==> config.mk <==
export PLATFORM = sky130hd
export DESIGN_NAME = out_mem_rd_ctrl
export DESIGN_NICKNAME = d
export VERILOG_FILES = /design/src/rtl/out_mem_rd_ctrl.sv
export SDC_FILE = /design/constraint.sdc
export NUM_CORES = 2
export LEC_CHECK = 0
export ABC_AREA = 1
export BUFFER_PORTS_ARGS = -buffer_cell sky130_fd_sc_hd__buf_2
export CORE_AREA = 4 4 519 521
export CTS_CLUSTER_SIZE = 8
export DETAILED_ROUTE_END_ITERATION = 7
export DIE_AREA = 0 0 523 525
export GPL_TIMING_DRIVEN = 0
export PLACE_DENSITY = 0.47
export REMOVE_ABC_BUFFERS = 1
export SLEW_MARGIN = 10
export SYNTH_ARGS = -nofsm -noshare
export SYNTH_HDL_FRONTEND = slang
export SYNTH_SLANG_ARGS = --single-unit
==> constraint.sdc <==
create_clock -name clk -period 21 [get_ports clk]
set_clock_uncertainty 0.15 [all_clocks]
set_input_delay 2.1 -clock clk [delete_from_list [all_inputs] [get_ports clk]]
set_output_delay 2.1 -clock clk [all_outputs]
set_load 0.01 [all_outputs]
==> src/rtl/out_mem_rd_ctrl.sv <==
// Read-back engine for the output bank array: walks every result address once,
// returns one SYS_COL-wide row per beat to the host behind a 2-entry buffer.
module out_mem_rd_ctrl #(
  parameter int SYS_COL    = 16,
  parameter int DATA_WIDTH = 16,
  parameter int ADDR_WIDTH = 16,
  localparam int PSUM_WIDTH = 2 * DATA_WIDTH
) (
  input  logic                           clk,
  input  logic                           rst,
  input  logic                           start,
  input  logic [DATA_WIDTH-1:0]          num_in,
  input  logic [DATA_WIDTH-1:0]          num_out,
  output logic [SYS_COL-1:0]             rd_en,
  output logic [ADDR_WIDTH*SYS_COL-1:0]  rd_addr,
  input  logic [PSUM_WIDTH*SYS_COL-1:0]  rd_data,
  output logic                           out_valid,
  input  logic                           out_ready,
  output logic [PSUM_WIDTH*SYS_COL-1:0]  out_data,
  output logic                           out_last,
  output logic                           busy,
  output logic                           done,
  output logic [1:0]                     state_dbg
);

  localparam int LANE_SHIFT = $clog2(SYS_COL);
  localparam int ROW_W      = PSUM_WIDTH * SYS_COL;

  typedef enum logic [1:0] {
    S_IDLE  = 2'd0,
    S_RUN   = 2'd1,
    S_DRAIN = 2'd2
  } state_t;

  state_t state_q, state_d;

  logic [DATA_WIDTH-1:0] rows_q, cols_q, row_q, col_q;
  logic [ADDR_WIDTH-1:0] addr_q;
  logic [DATA_WIDTH-1:0] cols_in;
  logic                  total_zero, start_ok, last_rd, issue, pop, push, drained;
  logic [2:0]            occ;
  logic                  inflight_q, inflight_last_q, zero_done_q;
  logic [ROW_W-1:0]      fifo_data_q [2];
  logic                  fifo_last_q [2];
  logic                  wr_ptr_q, rd_ptr_q;
  logic [1:0]            count_q;

  assign cols_in    = num_out >> LANE_SHIFT;
  assign total_zero = (num_in == '0) || (cols_in == '0);
  assign start_ok   = start && (state_q == S_IDLE);
  assign last_rd    = (row_q == rows_q - DATA_WIDTH'(1)) && (col_q == cols_q - DATA_WIDTH'(1));
  assign push       = inflight_q;
  assign drained    = (count_q == 2'd0) && !inflight_q;

  // Host stream: a beat transfers on any cycle where out_valid && out_ready; while
  // out_valid is high and out_ready low, out_valid/out_data/out_last hold steady.
  assign out_valid = (count_q != 2'd0);
  assign pop       = out_valid && out_ready;

  // Credit: buffered + in-flight entries, minus the one leaving now, must leave room.
  assign occ   = {1'b0, count_q} + {2'b00, inflight_q} - {2'b00, pop};
  assign issue = (state_q == S_RUN) && (occ < 3'd2);

  always_ff @(posedge clk) begin
    if (rst) state_q <= S_IDLE;
    else     state_q <= state_d;
  end

  always_comb begin
    state_d = state_q;
    case (state_q)
      S_IDLE:  if (start && !total_zero) state_d = S_RUN;
      S_RUN:   if (issue && last_rd)     state_d = S_DRAIN;
      S_DRAIN: if (drained)              state_d = S_IDLE;
      default: state_d = S_IDLE;
    endcase
  end

  always_comb begin
    busy      = (state_q != S_IDLE);
    done      = ((state_q == S_DRAIN) && drained) || zero_done_q;
    rd_en     = {SYS_COL{issue}};
    rd_addr   = {SYS_COL{addr_q}};
    out_data  = out_valid ? fifo_data_q[rd_ptr_q] : '0;
    out_last  = out_valid && fifo_last_q[rd_ptr_q];
    state_dbg = state_q;
  end

  // Row/col counters bound the walk so no multiplier is needed for TOTAL.
  always_ff @(posedge clk) begin
    if (rst) begin
      rows_q          <= '0;
      cols_q          <= '0;
      row_q           <= '0;
      col_q           <= '0;
      addr_q          <= '0;
      inflight_q      <= 1'b0;
      inflight_last_q <= 1'b0;
      zero_done_q     <= 1'b0;
    end else begin
      zero_done_q     <= start_ok && total_zero;
      inflight_q      <= issue;
      inflight_last_q <= issue && last_rd;
      if (start_ok) begin
        rows_q <= num_in;
        cols_q <= cols_in;
        row_q  <= '0;
        col_q  <= '0;
        addr_q <= '0;
      end else if (issue) begin
        addr_q <= addr_q + ADDR_WIDTH'(1);
        if (col_q == cols_q - DATA_WIDTH'(1)) begin
          col_q <= '0;
          row_q <= row_q + DATA_WIDTH'(1);
        end else begin
          col_q <= col_q + DATA_WIDTH'(1);
        end
      end
    end
  end

  always_ff @(posedge clk) begin
    if (rst) begin
      for (int i = 0; i < 2; i++) begin
        fifo_data_q[i] <= '0;
        fifo_last_q[i] <= 1'b0;
      end
      wr_ptr_q <= 1'b0;
      rd_ptr_q <= 1'b0;
      count_q  <= 2'd0;
    end else begin
      if (push) begin
        fifo_data_q[wr_ptr_q] <= rd_data;
        fifo_last_q[wr_ptr_q] <= inflight_last_q;
        wr_ptr_q              <= !wr_ptr_q;
      end
      if (pop) rd_ptr_q <= !rd_ptr_q;
      case ({push, pop})
        2'b10:   count_q <= count_q + 2'd1;
        2'b01:   count_q <= count_q - 2'd1;
        default: count_q <= count_q;
      endcase
    end
  end

endmodule

# ---- Yosys cells after proc, flatten, opt, wreduce, memory -nomap -nowiden
# Memories as Yosys holds them, arrays and structs flattened. A register that Yosys moved wholly into a read port is not among the register bits.
# Cells that the tools add are included.
dict set report totals {
  ff_bits 85
  mem_bits_rw 1026
  out_inout_bits 790
  word_cells 83
  memories 2
}
dict set report classes {
  n_addsub 9
  magnitude_cmp 1
  eq_ne 9
  n_mux 22
  reduce_logical 28
}
# memory words width rd rd_ports_with_merged_regs write_ports line
set memory_table {}
lappend memory_table {fifo_data_q 2 512 1 1 2 43} ;# logic [ROW_W-1:0] fifo_data_q [2];
lappend memory_table {fifo_last_q 2 1 1 1 2 44} ;# logic fifo_last_q [2];
# op n
set ops {}
lappend ops {{$mux 512} 2}
lappend ops {{$reduce_or 512->1} 1}
lappend ops {{$add 16x1->16 const B} 3}
lappend ops {{$eq 16x16->1} 2}
lappend ops {{$logic_not 16->1} 2}
lappend ops {{$mux 16} 1}
lappend ops {{$sub 16x1->16 const B} 1}
lappend ops {{$mux 1} 14}
lappend ops {{$sub 12x1->13 const B} 1}
lappend ops {{$logic_and 1x1->1} 10}
lappend ops {{$mux 2} 3}
lappend ops {{$pmux 2 s3} 1}
lappend ops {{$reduce_bool 2->1} 3}
lappend ops {{$eq 2x1->1 const B} 2}
lappend ops {{$eq 2x2->1 const B} 2}
lappend ops {{$logic_not 1->1} 4}
lappend ops {{$logic_not 2->1} 2}
lappend ops {{$ne 2x1->1 const B} 2}
lappend ops {{$pmux 2 s2} 1}
lappend ops {{$add 2x1->3} 1}
lappend ops {{$lt 3x2->1 const B} 1}
lappend ops {{$reduce_and 3->1} 1}
lappend ops {{$sub 3x1->3} 1}
lappend ops {{$add 2x1->2 const B} 1}
lappend ops {{other kinds (6)} 7}

# ---- Longest topological paths before layout
dict set report depth {
  ltp_word 8
  ltp_mapped 19
  depth_no_buf 19
}

# ---- Least setup slack after synthesis
# OpenSTA, ideal clock, no wires.
dict set report synth_timing {
  path_type {input to register}
  start {input rst}
  end {memory fifo_data_q[1][0] (netlist bit) (enable)}
  t_arrival_ns 11.396
  t_required_ns 17.212
  setup_slack_ns 5.817
  stages 6
  path_cell_list {clkinv_1 -> nand3_1 -> buf_2 -> buf_1 -> buf_1 -> nand2_1}
}
# element line
set synth_lines {}
lappend synth_lines {{start: declaration} 10} ;# input logic rst,
lappend synth_lines {{end: declaration} 43}

# ---- Worst setup path after layout
dict set report layout_timing {
  start {input out_ready}
  end {output rd_en[9]}
}
dict set report layout_between {
  elab_chain_cells 4
}
# element line
set layout_lines {}
lappend layout_lines {{start: declaration} 18} ;# input logic out_ready,
lappend layout_lines {{$logic_and 1x1->1} 58} ;# assign pop = out_valid && out_ready;
lappend layout_lines {{net pop} 40} ;# logic total_zero, start_ok, last_rd, issue, pop, push, drained;
lappend layout_lines {{$sub 3x1->3} 61} ;# assign occ = {1'b0, count_q} + {2'b00, inflight_q} - {2'b00, pop};
lappend layout_lines {{$lt 3x2->1} 62} ;# assign issue = (state_q == S_RUN) && (occ < 3'd2);
lappend layout_lines {{$logic_and 1x1->1} 62}
lappend layout_lines {{end: declaration} 14} ;# output logic [SYS_COL-1:0] rd_en,
# The timed path passes the listed nets, and every way through them passes these cells.

==> flow_metrics.env <==
export IMPL_drtIter0Drc=2671
export IMPL_cts_buffers=169
export IMPL_drt_total_wl_um=194000
export IMPL_multiInputGateArea_sq_um=13310
export IMPL_finalNetCount=7006
export IMPL_syn2layout_area_growth_pct=28.70
export IMPL_synth_edf_count=1026
export IMPL_power_total_mw=6.356
export IMPL_yosys_area_top_type="edfxtp_1"
export IMPL_max_stage_delay_ps=780
export IMPL_ys_seq_elements=1112
export IMPL_hpwl_um=137900
export IMPL_synth_area_sq_um=51220
export IMPL_final_common_cell="buf_2"
export IMPL_setup_tns_ps=0
export IMPL_avgSynthCellArea_sq_um=9.440
export IMPL_status="complete, no violations"
export IMPL_grt_pass1_wl_um=276600
export IMPL_final_cell_area_sq_um=65920
export IMPL_cts_sinks=1112
export IMPL_hold_violations=0
export IMPL_relSlewSlack=0.2679
export IMPL_placed_cell_area_sq_um=61220
export IMPL_crit_type="in -> out"
export IMPL_cts_buffer_depth=4
export IMPL_crit_required_ps=18750
export IMPL_wire_per_inst_um=19.27
export IMPL_worstSetupEndpointType="output pin"
export IMPL_tightest_slew_ps=1091
export IMPL_irDropWorstVdd_mv=0.05772
export IMPL_coreArea_sq_um=264600
export IMPL_grt_pass1_vias=40060
export IMPL_drive_gt1_frac=0.2512
export IMPL_cts_tree="yes"
export IMPL_fin_crit_ps=7380
export IMPL_clkTransAtPathRegs_ps=50
export IMPL_numPortBuffers=1333
export IMPL_crit_fanout=41
export IMPL_synth_top_cell_area_share=0.6015
export IMPL_place_congestion=0.8134
export IMPL_h_tree_depth=4
export IMPL_regArea_sq_um=32540
export IMPL_hold_class="reg -> reg"
export IMPL_leakagePower_nw=29.66
export IMPL_final_cell_mix="1333 x buf_2, 1191 x nand2_1, 1125 x nor2_1, 1026 x edfxtp_1, 604 x inv_1"
export IMPL_yosysUniqueCellTypes=40
export IMPL_slew_viol_final=0
export IMPL_drc=0
export IMPL_cap_violations=0
export IMPL_rsz0062_at_grt="no"
export IMPL_synthFlopType="edfxtp_1"
export IMPL_die_w_um=523
export IMPL_yosysWarnings=0
export IMPL_ioPinCount=1338
export IMPL_hold_buffers=0
export IMPL_rows=189
export IMPL_grt_ovfl_total=0
export IMPL_ys_seq_area_frac=0.6351
export IMPL_post_cts_resized=0
export IMPL_antenna_found_initial=85
export IMPL_holdWs_ps=305.2
export IMPL_root_buffer="clkbuf_16"
export IMPL_dr_pass1_iters=6
export IMPL_synth_area_leaders="edfxtp_1 60%, nand2_1 8.8%, nor2_1 8.3%"
export IMPL_critPathSlowestCell="inv_2"
export IMPL_grt_max_degree=111
export IMPL_vias=40830
export IMPL_period_share=0.3514
export IMPL_setup_viol=0
export IMPL_syn_inst=5426
export IMPL_die_h_um=525
export IMPL_track_usage=0.1342
export IMPL_post_cts_buffers=0
export IMPL_dieArea_sq_um=274600
export IMPL_antenna_left=0
export IMPL_async_flop_share=0
export IMPL_fillers=28480
export IMPL_fmax_mhz=135.5
export IMPL_vias_per_cell=4.055
export IMPL_start_util=0.1936
export IMPL_cp_start_kind="input port"
export IMPL_insertion_delay_ps=790
export IMPL_worstPathCellList="buf_2 -> nand2_1 -> inv_1 -> ha_1 -> or2_2 -> fa_1 -> inv_1 -> nor2_1 -> nand2_1 -> inv_2 -> buf_2"
export IMPL_p_per_area_nw_per_um2=96.41
export IMPL_worstPathArrival_ps=5130
==> per-layer routing <==
layer / global-route usage / up-vias / routed length, um
li1: - / 19180 / -
met1: 0.1657 / 19830 / 78260
met2: 0.2277 / 1496 / 93390
met4: 0.03695 / 30 / 5118
met3: 0.03787 / 303 / 17070
met5: 0 / - / 189
==> worst paths after layout <==
kind / startpoint / to / slack (ps) / cells past startpoint
worst min register to register: rows_q[15] / rows_q[15] / 310 / 2
worst min-delay path: rows_q[15] / rows_q[15] / 310 / 2
worst max-delay path: out_ready / rd_en[9] / 13620 / 11
worst max register to register: count_q[1] / col_q[14] / 16130 / 18
==> power breakdown <==
group	internal (mW)	switching, mW
Combinational	0.398	0.895
Clock	1.49	0.963
Sequential	2.56	0.0469
Total	4.45	1.90
==> synth_stat cells (all sizes together) (2+ instances only) <==
| cell type | instances |
|---|---|
| nand3b | 10 |
| buf | 326 |
| and2 | 2 |
| xor2 | 26 |
| nand4 | 13 |
| nand3 | 98 |
| a21oi | 548 |
| clkbuf | 233 |
| xnor2 | 25 |
| nor2 | 1135 |
| nor3 | 27 |
| dfxtp | 86 |
| o21ai | 33 |
| inv | 608 |
| edfxtp | 1026 |
| nor4 | 9 |
| nand2 | 1200 |
| or2 | 6 |
| ha | 7 |
==> final cells by class <==
| cell class | count | share of cell area |
|---|---|---|
| clock buffer | 202 | 0.06761 |
| antenna | 43 | 0.001632 |
| timing repair buffer | 1412 | 0.1314 |
| clock inverter | 11 | 0.002107 |
| sequential | 1112 | 0.4935 |
| multi-input combinational | 3146 | 0.2019 |
| tap | 3533 | 0.06706 |
| inverter | 609 | 0.03479 |
==> cells by family after synthesis <==
family / after synthesis / share of synthesized area
buffers and inverters: 1168 / 0.1059
xor gates and xnor gates: 51 / 0.008721
DFF: 1112 / 0.6351
and+or+nand+nor: 2501 / 0.1906
AOI/OAI and AO/OA: 586 / 0.05755
adders and majority gates: 8 / 0.002101
==> flip-flops by register name, indices dropped and copies added (netlist names), named ones only <==
register and count:
rows_q 16, wr_ptr_q 1, row_q 16, inflight_q 1
fifo_last_q 2, addr_q 16, fifo_data_q 1024, col_q 16
rd_ptr_q 1, count_q 2, state_dbg 2, cols_q 12
zero_done_q 1, inflight_last_q 1
==> critical path, delay by kind of cell <==
kind	cells	cell delay, ps
fa+ha+maj	2	810
buf+inv	5	1370
simple gates	4	830
==> stage by stage <==
| step | std cells | util | setup slack [ps] |
|---|---|---|---|
| after detailed placement | 9812 | 0.2313 | 13560 |
| after global placement | 9733 | 0.2236 | -83950 |
| final | 10070 | 0.2491 | 13620 |
| after global routing | 10040 | 0.2488 | 13440 |
| after floorplan | 4867 | - | -18590 |
| after CTS | 10030 | 0.2487 | 13560 |
(Power assumes the default switching activity.)
